File: config.mk
export PLATFORM = sky130hd
export DESIGN_NAME = fxp_divider
export DESIGN_NICKNAME = d
export VERILOG_FILES = /design/src/rtl/fxp_divider_pkg.sv /design/src/rtl/fxp_div_step.sv /design/src/rtl/fxp_divider.sv
export SDC_FILE = /design/constraint.sdc
export NUM_CORES = 1
export LEC_CHECK = 0
export CAP_MARGIN = 0
export CORE_MARGIN = 2
export CORE_UTILIZATION = 50
export CTS_BUF_LIST = sky130_fd_sc_hd__clkbuf_16
export DETAILED_ROUTE_END_ITERATION = 10
export DONT_BUFFER_PORTS = 1
export SLEW_MARGIN = 10
export SYNTH_ARGS = -nofsm -noshare
export SYNTH_HDL_FRONTEND = slang
export SYNTH_HIERARCHICAL = 1
export SYNTH_SLANG_ARGS = --single-unit
File: constraint.sdc
create_clock -name clk -period 6.8 [get_ports clk]
set_input_delay 1.02 -clock clk [delete_from_list [all_inputs] [get_ports clk]]
set_output_delay 1.02 -clock clk [all_outputs]
set_load 0.01 [all_outputs]
File: src/rtl/fxp_divider_pkg.sv
// fxp_divider_pkg: shared fixed-point defaults and divider FSM encoding
package fxp_divider_pkg;

    localparam int DWIDTH_DEF = 16;
    localparam int FRAC_DEF   = 15;

    typedef enum logic [1:0] {IDLE, CALC, FIX, DONE} state_t;

endpackage

File: src/rtl/fxp_div_step.sv
// fxp_div_step: one combinational restoring-division step on unsigned magnitudes
module fxp_div_step #(
    parameter int DWIDTH = 16
) (
    input  logic [DWIDTH-1:0] rem_in,
    input  logic              bit_in,
    input  logic [DWIDTH-1:0] den,
    output logic [DWIDTH-1:0] rem_out,
    output logic              q_bit
);

    logic [DWIDTH:0]   sh;
    logic [DWIDTH-1:0] diff;

    // the remainder stays below den, so the difference always fits in DWIDTH bits
    assign sh      = {rem_in, bit_in};
    assign diff    = sh[DWIDTH-1:0] - den;
    assign q_bit   = sh >= {1'b0, den};
    assign rem_out = q_bit ? diff : sh[DWIDTH-1:0];

endmodule

File: src/rtl/fxp_divider.sv
// fxp_divider: sequential signed fixed-point divider, one quotient bit per clock
module fxp_divider
    import fxp_divider_pkg::*;
#(
    parameter int DWIDTH = DWIDTH_DEF,
    parameter int FRAC   = FRAC_DEF
) (
    input  logic              clk,
    input  logic              rst_n,
    input  logic              in_valid,
    output logic              in_ready,
    input  logic [DWIDTH-1:0] num,
    input  logic [DWIDTH-1:0] den,
    output logic              out_valid,
    input  logic              out_ready,
    output logic [DWIDTH-1:0] quot,
    output logic              sat,
    output logic              div0
);

    localparam int QW = DWIDTH + FRAC;
    localparam int CW = $clog2(QW + 1);
    localparam logic [QW-1:0]     POS_LIM = {{(FRAC + 1){1'b0}}, {(DWIDTH - 1){1'b1}}};
    localparam logic [QW-1:0]     NEG_LIM = POS_LIM + 1'b1;
    localparam logic [DWIDTH-1:0] Q_MAX   = {1'b0, {(DWIDTH - 1){1'b1}}};
    localparam logic [DWIDTH-1:0] Q_MIN   = {1'b1, {(DWIDTH - 1){1'b0}}};

    state_t            state, state_nx;
    logic              sign, num_neg, zero_den, q_bit, last, ovf;
    logic [DWIDTH-1:0] num_mag, den_mag_in, den_mag, rem, rem_nx, q_lo, res;
    logic [QW-1:0]     acc;
    logic [CW-1:0]     iter;

    assign in_ready   = rst_n && state == IDLE;
    assign num_mag    = num[DWIDTH-1] ? -num : num;
    assign den_mag_in = den[DWIDTH-1] ? -den : den;
    assign last       = iter == CW'(QW - 1);

    // acc holds the shifted dividend; quotient bits fill it from the bottom
    fxp_div_step #(.DWIDTH(DWIDTH)) u_step (
        .rem_in  (rem),
        .bit_in  (acc[QW-1]),
        .den     (den_mag),
        .rem_out (rem_nx),
        .q_bit   (q_bit)
    );

    assign q_lo = acc[DWIDTH-1:0];
    assign ovf  = acc > (sign ? NEG_LIM : POS_LIM);
    assign res  = zero_den ? (num_neg ? Q_MIN : Q_MAX) :
                  ovf      ? (sign ? Q_MIN : Q_MAX)    :
                  sign     ? -q_lo : q_lo;

    always_ff @(posedge clk or negedge rst_n) begin
        if (!rst_n) state <= IDLE;
        else        state <= state_nx;
    end

    always_comb begin
        state_nx = state;
        unique case (state)
            IDLE: if (in_valid) state_nx = (den == '0) ? FIX : CALC;
            CALC: if (last) state_nx = FIX;
            FIX:  state_nx = DONE;
            DONE: if (out_valid && out_ready) state_nx = IDLE;
        endcase
    end

    always_ff @(posedge clk or negedge rst_n) begin
        if (!rst_n) begin
            sign      <= 1'b0;
            num_neg   <= 1'b0;
            zero_den  <= 1'b0;
            den_mag   <= '0;
            rem       <= '0;
            acc       <= '0;
            iter      <= '0;
            quot      <= '0;
            sat       <= 1'b0;
            div0      <= 1'b0;
            out_valid <= 1'b0;
        end else begin
            out_valid <= state == DONE && !(out_valid && out_ready);
            if (state == IDLE && in_valid) begin
                sign     <= num[DWIDTH-1] ^ den[DWIDTH-1];
                num_neg  <= num[DWIDTH-1];
                zero_den <= den == '0;
                den_mag  <= den_mag_in;
                rem      <= '0;
                acc      <= QW'(num_mag) << FRAC;
                iter     <= '0;
            end
            if (state == CALC) begin
                rem  <= rem_nx;
                acc  <= {acc[QW-2:0], q_bit};
                iter <= iter + 1'b1;
            end
            if (state == FIX) begin
                quot <= res;
                sat  <= zero_den || ovf;
                div0 <= zero_den;
            end
        end
    end

endmodule

Yosys cells after proc, flatten, opt, wreduce, memory -nomap -nowiden:

Cells that the tools add are included.

* register bits: 92
* latch bits: 0
* bits in writable memories: 0
* bits in read-only memories: 0
* memories kept: 0

* add/subtract/negate cells: 5
* multipliers: 0
* div/mod/pow operators: 0
* order comparisons: 2
* equality and inequality tests: 7
* shifts and indexed selects: 0
* mux-type cells: 20
* bitwise logic cells: 1
* reduce and logical (&&, ||, !) cells: 10

Operators by type and width (count)
* $mux W16: 11
* $mux W31: 2
* $neg A16 Y16: 3
* $gt A31 B16 Y1: 1
* $ge A17 B16 Y1: 1
* $logic_not A16 Y1: 1
* $sub A16 B16 Y16: 1
* $mux W5: 2
* $mux W2: 4
* $pmux W2 S4: 1
* $ne A2 B2 Y1 const B: 3
* $add A5 B1 Y5 const B: 1
* $eq A5 B5 Y1 const B: 1
* $eq A2 B2 Y1 const B: 2
* $logic_and A1 B1 Y1: 4
* $reduce_and A3 Y1: 1
* $eq A2 B1 Y1 const B: 1
* $logic_not A2 Y1: 1
* $reduce_bool A2 Y1: 1
* $logic_not A1 Y1: 1
* $logic_or A1 B1 Y1: 1
* $xor A1 B1 Y1: 1

Logic depth before layout (Yosys ltp):

Gate-level depths: netlist of the first run.

* word-level depth: 4
* mapped depth: 13
* depth with buffers taken out: 11

By module:

The synthesis of the first run kept the hierarchy.

By module, submodules not included
* fxp_divider: instances 1, cells an instance 622, area an instance 5388.9 sq um
* fxp_div_step: instances 1, cells an instance 156, area an instance 1164.9 sq um

Worst setup path before layout of the first run:

OpenSTA, ideal clock, no wires.

* path kind: register to register
* start: register sign
* end: register quot[11]
* arrival: 3130 ps
* required time: 6696 ps
* setup slack: 3566 ps
* stages on the path, launching flop included: 11
* buffers on the path: 1
* cell sequence: dfrtp_1 -> inv_1 -> clkbuf_1 -> ha_1 -> or4b_4 -> nor4_4 -> nand4_4 -> clkinv_2 -> nor2_4 -> a221o_1 -> o311ai_1

* word-level cells in the longest chain between the ends: 4

Ends and longest elaborated chain
* start, declared: RTL line fxp_divider.sv:29 `logic sign, num_neg, zero_den, q_bit, last, ovf;`
* start signal, assigned: RTL line fxp_divider.sv:85 `sign <= num[DWIDTH-1] ^ den[DWIDTH-1];`
* $mux W16: RTL line fxp_divider.sv:49, fxp_divider.sv:51
* $gt A31 B16 Y1: RTL line fxp_divider.sv:49 `assign ovf = acc > (sign ? NEG_LIM : POS_LIM);`
* $mux W16 (*): RTL line fxp_divider.sv:51 `ovf ? (sign ? Q_MIN : Q_MAX) :`
* $mux W16 (*): RTL line fxp_divider.sv:50 `assign res = zero_den ? (num_neg ? Q_MIN : Q_MAX) :`
* end signal, assigned: RTL line fxp_divider.sv:99 `quot <= res;`
* end, declared: RTL line fxp_divider.sv:16 `output logic [DWIDTH-1:0] quot,`

Every way passes the cells marked *; elsewhere a longest branch is shown, timed or not.
A chain may end at the register's enable or synchronous reset.

Worst setup path in the final report of the first run:

* start: register sign
* end: register quot[4]

Same word-level chain as after synthesis.

==> results of run 1 <==
cell usage in the layout (no fill, tap or decap), types with 6 or more instances in the layout:
cell and count:
sky130_fd_sc_hd__nand2_1 139, sky130_fd_sc_hd__dfrtp_1 92, sky130_fd_sc_hd__o21ai_0 74, sky130_fd_sc_hd__a21oi_1 46
sky130_fd_sc_hd__ha_1 41, sky130_fd_sc_hd__inv_1 40, sky130_fd_sc_hd__nor2_1 38, sky130_fd_sc_hd__xor2_1 32
sky130_fd_sc_hd__o21ai_1 23, sky130_fd_sc_hd__o31ai_1 14, sky130_fd_sc_hd__xnor2_1 13, sky130_fd_sc_hd__nor3_1 10
sky130_fd_sc_hd__mux2i_1 10, sky130_fd_sc_hd__or3_1 9, sky130_fd_sc_hd__nand4_1 9, sky130_fd_sc_hd__clkbuf_16 9
sky130_fd_sc_hd__or4_1 8, sky130_fd_sc_hd__o41ai_1 8, sky130_fd_sc_hd__mux2_4 8, sky130_fd_sc_hd__nand2b_1 7
sky130_fd_sc_hd__nand3_1 7, sky130_fd_sc_hd__a211oi_1 7, sky130_fd_sc_hd__nor4_1 6, sky130_fd_sc_hd__mux2_2 6
sky130_fd_sc_hd__and3_1 6
worst max path at each step:
| stage | end |
|---|---|
| finish | quot[4]$_DFFE_PN0P_ |
| global route | quot[4]$_DFFE_PN0P_ |
| CTS | quot[13]$_DFFE_PN0P_ |
| detailed placement | quot[13]$_DFFE_PN0P_ |
| global placement | quot[4]$_DFFE_PN0P_ |
| floorplan | quot[11]$_DFFE_PN0P_ |
metrics by stage:
step	hold WS (ns)	area [µm²]	instances	util, %	setup WS, ns
after global placement	0.464	6620	913	52.0	2.78
final	0.356	6920	929	54.4	2.57
after global routing	0.343	6920	929	54.4	2.17
after floorplan	0.449	6550	778	-	3.57
after CTS	0.349	6920	929	54.4	2.55
after detailed placement	0.472	6620	913	52.0	2.57
final cells by class:
cell class,count,area [µm²]
Fill cell,1230,5800
Multi-Input combinational cell,604,3920
Sequential cell,92,2300
Clock buffer,9,225
Tap cell,172,215
Inverter,43,165
Clock inverter,7,76.3
Timing Repair Buffer,2,15.0
power breakdown:
group          internal [W]  switching (W)
combinational      0.000915        0.00115
sequential         0.000787       0.000309
clock              0.000287       0.000227
total               0.00199        0.00169
metal layers:
metal | up-vias | track usage [%]
met4 | 0 | 5.73
met2 | 117 | 31.7
li1 | 2710 | -
met3 | 12 | 4.73
met1 | 2490 | 33.6
met5 | - | 0
cells by family after synthesis:
kind of cell               synth area share [%]
AOI/OAI and AO/OA                          21.2
xor gates and xnor gates                   6.01
adders and majority gates                  8.32
buffers and inverters                      5.12
DFF                                        35.1
muxes                                      4.39
and+or+nand+nor                            19.9
synth_stat cells, types with 4 or more instances:
library cell               number
sky130_fd_sc_hd__a21boi_0       4
sky130_fd_sc_hd__nand2b_1       7
sky130_fd_sc_hd__o31ai_1       14
sky130_fd_sc_hd__a31oi_1        5
sky130_fd_sc_hd__or4_1          8
sky130_fd_sc_hd__nor4_1         6
sky130_fd_sc_hd__o311ai_1       4
sky130_fd_sc_hd__dfrtp_1       92
sky130_fd_sc_hd__or2_2          4
sky130_fd_sc_hd__and2_1         5
sky130_fd_sc_hd__o41ai_1        8
sky130_fd_sc_hd__a21o_1         5
sky130_fd_sc_hd__a211oi_1       7
sky130_fd_sc_hd__nand4_1        9
sky130_fd_sc_hd__or3_1          9
sky130_fd_sc_hd__nor2b_1        5
sky130_fd_sc_hd__xor2_1        32
sky130_fd_sc_hd__inv_1         40
sky130_fd_sc_hd__a21oi_1       46
sky130_fd_sc_hd__nor3_1        10
sky130_fd_sc_hd__mux2_2         6
sky130_fd_sc_hd__o21bai_1       5
sky130_fd_sc_hd__nand2_1      140
sky130_fd_sc_hd__mux2_4         8
sky130_fd_sc_hd__nand3_1        7
sky130_fd_sc_hd__nor2_1        38
sky130_fd_sc_hd__and3_1         6
sky130_fd_sc_hd__mux2i_1       10
sky130_fd_sc_hd__xnor2_1       13
sky130_fd_sc_hd__clkbuf_1      29
sky130_fd_sc_hd__o21ai_1       23
sky130_fd_sc_hd__buf_1          8
sky130_fd_sc_hd__ha_1          42
sky130_fd_sc_hd__o21ai_0       74
flip-flops by register name, summed over array words and instances, names as in the netlist:
signal,count
sign,1
iter,5
zero_den,1
state,2
rem,16
quot,16
div0,1
out_valid,1
den_mag,16
acc,31
sat,1
num_neg,1
worst max-delay path, delay by kind of cell (launching register included):
kind | cells | cell delay (ns)
flip-flops | 1 | 1.13
adder cells (fa/ha/maj) | 1 | 0.47
AO/OA/AOI/OAI | 2 | 0.64
AND/OR/NAND/NOR | 4 | 1.15
buffers and inverters | 2 | 0.75
==> Implementation_results.wiki, run 1 <==
{| class="wikitable"
! Metric !! Value
|-
| Result of the run || finished, final reports clean
|-
| Worst reg2reg setup slack || between 2 and 3 ns
|-
| Fin Clk Skew || 0.00639 ns
|-
| Proportion of netlist area held by the largest area contributor || about a third
|-
| Final worst-path cycle share || between 60 and 70%
|-
| Crit path largest cell delay || between 1 and 1.5 ns
|-
| Highest metal used || met4
|-
| Met2 routed wirelength || roughly 6200 µm
|-
| YS warnings || 6
|-
| Initial standard-cell utilization of the core || 51.5%
|-
| Vias in the first global route || 4,980
|-
| Post-synthesis instance area || between 0.006 and 0.007 mm²
|-
| Worst Setup SP || sign$_DFFE_PN0P_
|-
| Vias after detailed routing || 5,329
|-
| Layout overhead on the synthesized area || 5.59%
|-
| Pwr Density || 531 mW/mm²
|-
| Worst vdd ir || 0.000198 V
|-
| Async set or reset register ratio after synthesis || 100%
|-
| Overall routing resource usage || ~22%
|-
| Count of standard-cell rows || 41
|-
| Fraction of final layout cells sized beyond drive strength 1 || 6.74%
|-
| Worst Path Required || 7.06 ns
|-
| Clock Sink Count || 92
|-
| Depth of the most critical reg-to-reg path || 9
|-
| Routed wirelength normalized by instance count || roughly 16 µm
|-
| Hold Path Class || in -> async
|-
| Initial DRT Pass Iterations || 5
|-
| Reg2Reg Capture Point || quot[4]$_DFFE_PN0P_
|-
| Core Region || approximately 0.013 mm²
|-
| Proportion of synthesized chip area in sequential cells || 35.1%
|-
| Avg Vias per Cell || 5.74
|-
| Chip width || around 120 µm
|-
| Arrival time of data at the critical path endpoint || between 4 and 5 ns
|-
| Post-Syn Nets || roughly 860
|-
| Number of diodes || 0
|-
| Final Hold Fails || 0
|-
| Final setup violation count || 0
|-
| Total setup buffers inserted after CTS || 0
|-
| Maximum achievable frequency || about 240 MHz
|-
| Ports || 56
|-
| Worst Max-Slew Pin Slew || approximately 1.2 ns
|-
| Startpoint of the worst-slack reg-to-reg timing path || sign$_DFFE_PN0P_
|-
| Latest clock arrival within the worst-skew pair || 0.36 ns
|-
| Final nets || ~830
|-
| Clock slew at reported path FFs || ~0.070 ns
|-
| Time the final worst path needs with I/O delays and setup || 4.23 ns
|-
| Worst-path fanout max || 38
|-
| Post-synthesis sequential element count || about 90
|-
| Half-perimeter wire length of the detailed placement result || 10,800 µm
|-
| 1st-iter DRT viols || about 340
|-
| Total DRC errors in the routed layout || 0
|-
| Slowest library cell on the worst path || sky130_fd_sc_hd__dfrtp_1
|-
| First-pass GRT wire length || about 25,000 µm
|-
| Root buf cell || sky130_fd_sc_hd__clkbuf_16
|-
| Type of the worst setup path || reg -> reg
|-
| Top cell type by total area after synthesis || sky130_fd_sc_hd__dfrtp_1
|-
| Clock tree from TritonCTS || yes
|-
| Wire length reported by the detailed router || 14,800 µm
|-
| Leading post-synthesis cells by cell area || sky130_fd_sc_hd__dfrtp_1, sky130_fd_sc_hd__ha_1, sky130_fd_sc_hd__nand2_1
|-
| Number of distinct library cells after synthesis || slightly above 70
|-
| Leak || approximately 3 nW
|-
| Reported max-cap violation count || 0
|-
| Endpoint class of the critical path || flop
|-
| Global placement routability congestion || approximately 0.9
|-
| Setup TNS || 0 ns
|-
| Relative slew slack || 21.1%
|-
| Chain of cells forming the critical path || inv_1 -> ha_1 -> or4b_4 -> nor4_4 -> nand4_4 -> clkinv_2 -> nor2_4 -> a221o_1 -> o311ai_1
|-
| Antenna Violating Nets Remaining || 0
|-
| Max Slew Vio Count || 0
|-
| GR Overflow Total || 0
|-
| Total met3 wirelength after detailed routing || 671 µm
|-
| Antenna violations before repair || 0
|-
| Maximum number of pins on one net before global-route repair || 94
|-
| Total CTS buffers || 9
|-
| Number of I/O port buffers || 0
|-
| Number of buffers on the longest clock path || 2
|-
| Number of instances in the synthesized netlist || slightly below 800
|-
| Count of instances resized after the clock tree is built || 0
|-
| Total power draw || around 0.0037 W
|-
| Wl on met1 || just under 8000 µm
|-
| # H-tree levels || 3
|-
| Category of the worst setup path launch point || flop
|-
| Mapped Avg Cell Area || 8.42 µm²
|-
| Die Outline Area || 0.0140 mm²
|-
| Quantity of hold-fixing buffers added after cts || 0
|-
| Die Span Y || 118 µm
|-
| Top FF cell, synth || sky130_fd_sc_hd__dfrtp_1
|-
| Number of synthesized flops with an enable pin || 0
|-
| Unrepaired setup endpoints after global routing || false
|}
No activity file was read; power rests on OpenSTA's default activity.
==> run 2, diff against run 1 <==
Clock period 6.8 ns to 4.25 ns, I/O delays scaled along.
==> run 2 against run 1 <==
Routed wire length is 0.57% higher. Global-route usage is 0.050 points lower. Core utilization hardly changed. Die area stayed put. Cell count is 0.32% higher. Combinational power is 64% higher. Non-clock buffer count is 3 higher. Sequential power is 55% higher. Critical endpoint is now quot[6]$_DFFE_PN0P_.
==> Implementation_results.wiki, run 2 (synthesis gave the netlist of run 1 again) <==
{| class="wikitable"
! Metric !! Value
|-
| Result of the run || finished, final reports clean
|-
| Met2 routed wirelength || approximately 6300 µm
|-
| Time the final worst path needs with I/O delays and setup || 2.85 ns
|-
| Reported max-cap violation count || 0
|-
| Final setup violation count || 0
|-
| Worst Path Required || approximately 4.5 ns
|-
| Die Outline Area || ~0.014 mm²
|-
| Count of standard-cell rows || around 40
|-
| Initial standard-cell utilization of the core || about half
|-
| Largest register FFs || 31
|-
| Avg Vias per Cell || a little under 6
|-
| Unrepaired setup endpoints after global routing || false
|-
| Number of buffers on the longest clock path || 2
|-
| Fraction of final layout cells sized beyond drive strength 1 || between 6 and 7%
|-
| Dpl cell area || between 0.006 and 0.007 mm²
|-
| Overall routing resource usage || between 20 and 25%
|-
| Number of diodes || 0
|-
| Highest-count cells in the layout ignoring fill and taps || sky130_fd_sc_hd__nand2_1, sky130_fd_sc_hd__dfrtp_1, sky130_fd_sc_hd__o21ai_0, sky130_fd_sc_hd__a21oi_1
|-
| Maximum achievable frequency || ~350 MHz
|-
| Antenna violations before repair || 0
|-
| 1st-iter DRT viols || about 300
|-
| Hold Path Class || in -> async
|-
| Chip width || 118 µm
|-
| Total met3 wirelength after detailed routing || around 550 µm
|-
| Initial DRT Pass Iterations || 5
|-
| Antenna Violating Nets Remaining || 0
|-
| Setup TNS || 0 ns
|-
| # H-tree levels || 3
|-
| Startpoint of the worst-slack reg-to-reg timing path || acc[15]$_DFFE_PN0P_
|-
| Latest clock arrival within the worst-skew pair || 0.35 ns
|-
| Pwr Density || ~840 mW/mm²
|-
| Final Hold Fails || 0
|-
| Final nets || 834
|-
| Wire length reported by the detailed router || 14,900 µm
|-
| Half-perimeter wire length of the detailed placement result || ~11,000 µm
|-
| Arrival time of data at the critical path endpoint || ~3.1 ns
|-
| Category of the worst setup path launch point || flop
|-
| First-pass GRT wire length || 25,400 µm
|-
| Leak || ~3.1 nW
|-
| Endpoint class of the critical path || flop
|-
| Clock tree from TritonCTS || yes
|-
| Worst vdd ir || 0.000333 V
|-
| Worst-path fanout max || 8
|-
| Worst Max-Slew Pin Slew || 0.915 ns
|-
| Fin Clk Skew || around 0.0058 ns
|-
| Chain of cells forming the critical path || ha_1 -> or4b_4 -> nor4_4 -> nand4_4 -> clkinv_2 -> nor2_4 -> a221o_1 -> o311ai_1
|-
| Layout Utilization || between 50 and 60%
|-
| Highest metal used || met4
|-
| Global placement routability congestion || ~0.91
|-
| Post-route design area || 0.00693 mm²
|-
| Root buf cell || sky130_fd_sc_hd__clkbuf_16
|-
| Clock slew at reported path FFs || about 0.070 ns
|-
| Total power draw || a little under 0.006 W
|-
| Type of the worst setup path || reg -> reg
|-
| Wl on met1 || slightly below 8000 µm
|-
| Post-placement setup slack || 1.42 ns
|-
| Max Slew Vio Count || 0
|-
| Leading cell type in the layout, fill and taps excluded || sky130_fd_sc_hd__nand2_1
|-
| Layout overhead on the synthesized area || 5.69%
|-
| Post-layout worst setup margin || between 1 and 1.5 ns
|-
| Number of I/O port buffers || 0
|-
| Maximum number of pins on one net before global-route repair || around 100
|-
| Number of filler cells placed in the layout || approximately 1.2k
|-
| Worst reg2reg setup slack || between 1 and 1.5 ns
|-
| GR Overflow Total || 0
|-
| Worst Setup SP || acc[15]$_DFFE_PN0P_
|-
| Slowest library cell on the worst path || sky130_fd_sc_hd__or4b_4
|-
| Final worst-path cycle share || 67.0%
|-
| Reg with most FFs || acc
|-
| Vias in the first global route || around 5k
|-
| Routed wirelength normalized by instance count || between 15 and 20 µm
|-
| Die Span Y || approximately 120 µm
|-
| Crit path largest cell delay || 0.48 ns
|-
| Clock Sink Count || 92
|-
| Relative slew slack || roughly two fifths
|-
| Vias after detailed routing || ~5.4k
|-
| Total DRC errors in the routed layout || 0
|-
| Total CTS buffers || 9
|-
| Ports || 56
|-
| Core Region || 0.0127 mm²
|}
==> run 2: changes by cell type in the layout (fill, tap and decap cells not counted), sizes merged <==
cell | previous run | this run
clkinv | 5 | 7
bufinv | 1 | 0
clkinvlp | 2 | 1
buf | 2 | 5
==> run 2: critical path: cells and delay by family, from the launching register on <==
kind | cells | cell delay, ns
and+or+nand+nor | 4 | 1.19
buffers and inverters | 1 | 0.17
AOI/OAI and AO/OA | 2 | 0.64
DFF | 1 | 0.45
adders and majority gates | 1 | 0.30
==> run 2: final timing paths <==
check / endpoint / cells after the start
max: quot[6]$_DFFE_PN0P_ / 8
min: rem[9]$_DFFE_PN0P_ / 1
max reg2reg: quot[6]$_DFFE_PN0P_ / 8
min reg2reg: den_mag[9]$_DFFE_PN0P_ / 2
max in group asynchronous: rem[3]$_DFFE_PN0P_ / 1
min in group clk: den_mag[15]$_DFFE_PN0P_ / 2
==> run 2: per-stage QoR <==
step                      hold slack, ns  instances
after floorplan                    0.342        778
after global placement             0.347        915
after detailed placement           0.346        915
after CTS                          0.243        932
after global routing               0.223        932
final                              0.188        932
==> run 2: repair_timing <==
| action | in CTS | in global routing |
|---|---|---|
| hold endpoints to repair | 92 | 0 |
| resized for setup | 0 | 0 |
| hold buffers | 1 | 0 |
| endpoints found under the setup margin | 0 | 0 |
| setup buffers | 0 | 0 |
==> run 2: routing by layer <==
layer	global-route usage (%)	vias up
li1	-	2717
met2	31.7	105
met3	3.28	13
met1	34.1	2555
met5	0	-
met4	6.25	0
==> run 2: area by class of cell <==
class	count	area [µm²]	share of cell area [%]
multi-input combinational	604	3930	56.7
sequential	92	2300	33.2
clock buffer	9	225	3.25
tap	172	215	3.11
inverter	43	165	2.38
timing repair buffer	5	57.6	0.831
clock inverter	7	35.0	0.506
==> run 2: where the power goes <==
group	internal, W	switching, W
Combinational	0.00148	0.00190
Clock	0.000388	0.000342
Sequential	0.00126	0.000441
Total	0.00312	0.00268
==> run 3, diff against run 2 <==
Clock period 4.25 ns to 2.9 ns, I/O delays scaled along.
==> run 3 against run 2 <==
Core utilization grew 1.9 points. Fmax increased by 2.7%. Clock power is 62% higher. Largest power group unchanged. Flip-flop and latch count stayed put. Via count grew 2.0%. Register-to-register slack got worse by 1.3 ns. The flow now finishes with violations (negative hold slack). First-iteration DRC count grew 19%. Critical endpoint is now quot[9]$_DFFE_PN0P_. Setup slack worse by 1.3 ns.
==> Implementation_results.wiki, run 3 (synthesis gave the netlist of run 1 again) <==
{| class="wikitable"
! Metric !! Value
|-
| Unrepaired setup endpoints after global routing || false
|-
| Largest register FFs || 31
|-
| Clock Sink Count || ~90
|-
| Final worst hold slack || -0.00152 ns
|-
| Highest-count cells in the layout ignoring fill and taps || sky130_fd_sc_hd__nand2_1, sky130_fd_sc_hd__dfrtp_1, sky130_fd_sc_hd__o21ai_0, sky130_fd_sc_hd__a21oi_1, sky130_fd_sc_hd__ha_1
|-
| Setup TNS || 0 ns
|-
| Worst-path fanout max || 8
|-
| Root buf cell || sky130_fd_sc_hd__clkbuf_16
|-
| Result of the run || complete, but fails checks
|-
| Fraction of final layout cells sized beyond drive strength 1 || between 10% and 20%
|-
| Hold Path Class || in -> async
|-
| Maximum number of pins on one net before global-route repair || 93
|-
| 1st-iter DRT viols || 356
|-
| Final Hold Fails || 2
|-
| Total DRC errors in the routed layout || 0
|-
| Maximum achievable frequency || about 360 MHz
|-
| Seq pwr share || ~28%
|-
| Initial DRT Pass Iterations || 6
|-
| Total CTS buffers || 9
|-
| Violated checks || negative hold slack
|-
| Post-Place Cells || 926
|-
| # H-tree levels || 3
|-
| Fin Clk Skew || between 0.007 and 0.008 ns
|-
| First-pass GRT wire length || 25,400 µm
|-
| Die Span Y || 118 µm
|-
| Endpoint class of the critical path || flop
|-
| Switching share of power || 45.2%
|-
| Worst vdd ir || 0.000398 V
|-
| Overall routing resource usage || around 22%
|-
| Time the final worst path needs with I/O delays and setup || 2.77 ns
|-
| Clock network power share || 13.4%
|-
| Worst Path Required || roughly 3.2 ns
|-
| Total area of sequential cells || between 0.002 and 0.0025 mm²
|-
| Max Slew Vio Count || 0
|-
| Ports || 56
|-
| Number of diodes || 0
|-
| Multi-input combinational cell area || approximately 0.004 mm²
|-
| Leak || about 3.2 nW
|-
| Vias in the first global route || a little over 5k
|-
| Combinational group share of total power || just under 60%
|-
| Core Region || 0.0127 mm²
|-
| Final setup violation count || 0
|-
| Initial standard-cell utilization of the core || 51.5%
|-
| Final nets || 855
|-
| Arrival time of data at the critical path endpoint || slightly above 3 ns
|-
| Clock tree from TritonCTS || yes
|-
| Worst Max-Slew Pin Slew || ~0.70 ns
|-
| Antenna violations before repair || 0
|-
| Relative slew slack || about 53%
|-
| Non-Filler Instances || around 950
|-
| Final worst-path cycle share || between 90 and 100%
|-
| Number of filler cells placed in the layout || about 1.2k
|-
| Total power draw || around 0.009 W
|-
| Switching power total || about 0.0040 W
|-
| Pwr Density || approximately 1200 mW/mm²
|-
| Worst reg2reg setup slack || around 0.13 ns
|-
| Reg with most FFs || acc
|-
| Vias after detailed routing || 5,499
|-
| Chip width || 118 µm
|-
| Type of the worst setup path || reg -> reg
|-
| Leading cell type in the layout, fill and taps excluded || sky130_fd_sc_hd__nand2_1
|-
| Routed wirelength normalized by instance count || around 16 µm
|-
| Antenna Violating Nets Remaining || 0
|-
| Reported max-cap violation count || 0
|-
| Layout overhead on the synthesized area || 9.34%
|-
| Layout Utilization || between 50% and 60%
|-
| Category of the worst setup path launch point || flop
|-
| GR Overflow Total || 0
|-
| Half-perimeter wire length of the detailed placement result || 10,900 µm
|-
| Number of I/O port buffers || 0
|-
| Latest clock arrival within the worst-skew pair || approximately 0.35 ns
|-
| Clock slew at reported path FFs || ~0.070 ns
|-
| Global placement routability congestion || about 0.84
|-
| Avg Vias per Cell || 5.77
|-
| Die Outline Area || approximately 0.014 mm²
|-
| Count of standard-cell rows || 41
|-
| Dpl cell area || 0.00674 mm²
|-
| Number of buffers on the longest clock path || 2
|-
| Internal Power || around 0.0048 W
|-
| Wire length reported by the detailed router || 15,100 µm
|-
| Post-route design area || 0.00717 mm²
|}
## run 3: cell count changes in the layout (fill, tap and decap cells not counted), moves of 2 or more
cell                       change
sky130_fd_sc_hd__buf_4        +19
sky130_fd_sc_hd__dfrtp_1       -2
sky130_fd_sc_hd__o311ai_1      -2
sky130_fd_sc_hd__dfrtp_2       +2
sky130_fd_sc_hd__inv_1         -2
sky130_fd_sc_hd__buf_12        +2
sky130_fd_sc_hd__clkinv_2      -3
sky130_fd_sc_hd__o311ai_2      +2
## run 3: critical path, cell delays in order (launching register included)
cell	delay (ns)
sky130_fd_sc_hd__dfrtp_2	0.43
sky130_fd_sc_hd__ha_1	0.27
sky130_fd_sc_hd__or4b_4	0.49
sky130_fd_sc_hd__nor4_4	0.37
sky130_fd_sc_hd__nand4_4	0.23
sky130_fd_sc_hd__inv_4	0.14
sky130_fd_sc_hd__nor2_4	0.05
sky130_fd_sc_hd__a221o_1	0.40
sky130_fd_sc_hd__o311ai_1	0.29
## run 3: power by group through the flow
stage	logic [W]	registers [W]	clock network, W
after floorplan	0.00416	0.00232	0
after global placement	0.00491	0.00248	0
after detailed placement	0.00504	0.00250	0
after CTS	0.00508	0.00248	0.00120
after global routing	0.00578	0.00257	0.00125
final	0.00514	0.00248	0.00118
## run 3: routing by layer
layer / routed length, µm / global-route usage, % / vias up
met3: 544 / 3.23 / 16
met2: 6440 / 32.0 / 111
met1: 7930 / 33.8 / 2614
li1: - / - / 2758
met4: 217 / 6.62 / 0
met5: 0 / 0 / -
## run 3: path summary, 6_finish.rpt
path | startpoint | to | cells past startpoint
worst max-delay path | acc[15]$_DFFE_PN0P_ | quot[9]$_DFFE_PN0P_ | 8
worst min-delay path | rst_n | iter[1]$_DFFE_PN0P_ | 1
worst max register to register | acc[15]$_DFFE_PN0P_ | quot[9]$_DFFE_PN0P_ | 8
worst min register to register | den_mag[12]$_DFFE_PN0P_ | den_mag[12]$_DFFE_PN0P_ | 2
max in group asynchronous | rst_n | acc[15]$_DFFE_PN0P_ | 1
min in group clk | den[15] | den_mag[15]$_DFFE_PN0P_ | 2
## run 3: repair_timing
action                                 in CTS  in global routing
hold buffers                                1                  0
resized for setup                           0                  8
setup endpoints to repair                   0                  5
setup buffers                               0                 10
endpoints found under the hold margin      92                  0
## run 3: final cells by class
class	instances	area share, %
Multi-Input combinational cell	604	55.1
Inverter	43	2.32
Clock inverter	7	0.943
Clock buffer	9	3.14
Tap cell	172	3.00
Sequential cell	92	32.2
Timing Repair Buffer	26	3.35
## run 3: stage by stage
step / setup slack [ns] / hold slack [ns]
finish: 0.126 / -0.00152
CTS: 0.118 / 0.0281
global route: 0.00881 / 0.0275
floorplan: 0.0136 / 0.139
detailed placement: 0.128 / 0.143
global placement: 0.172 / 0.143
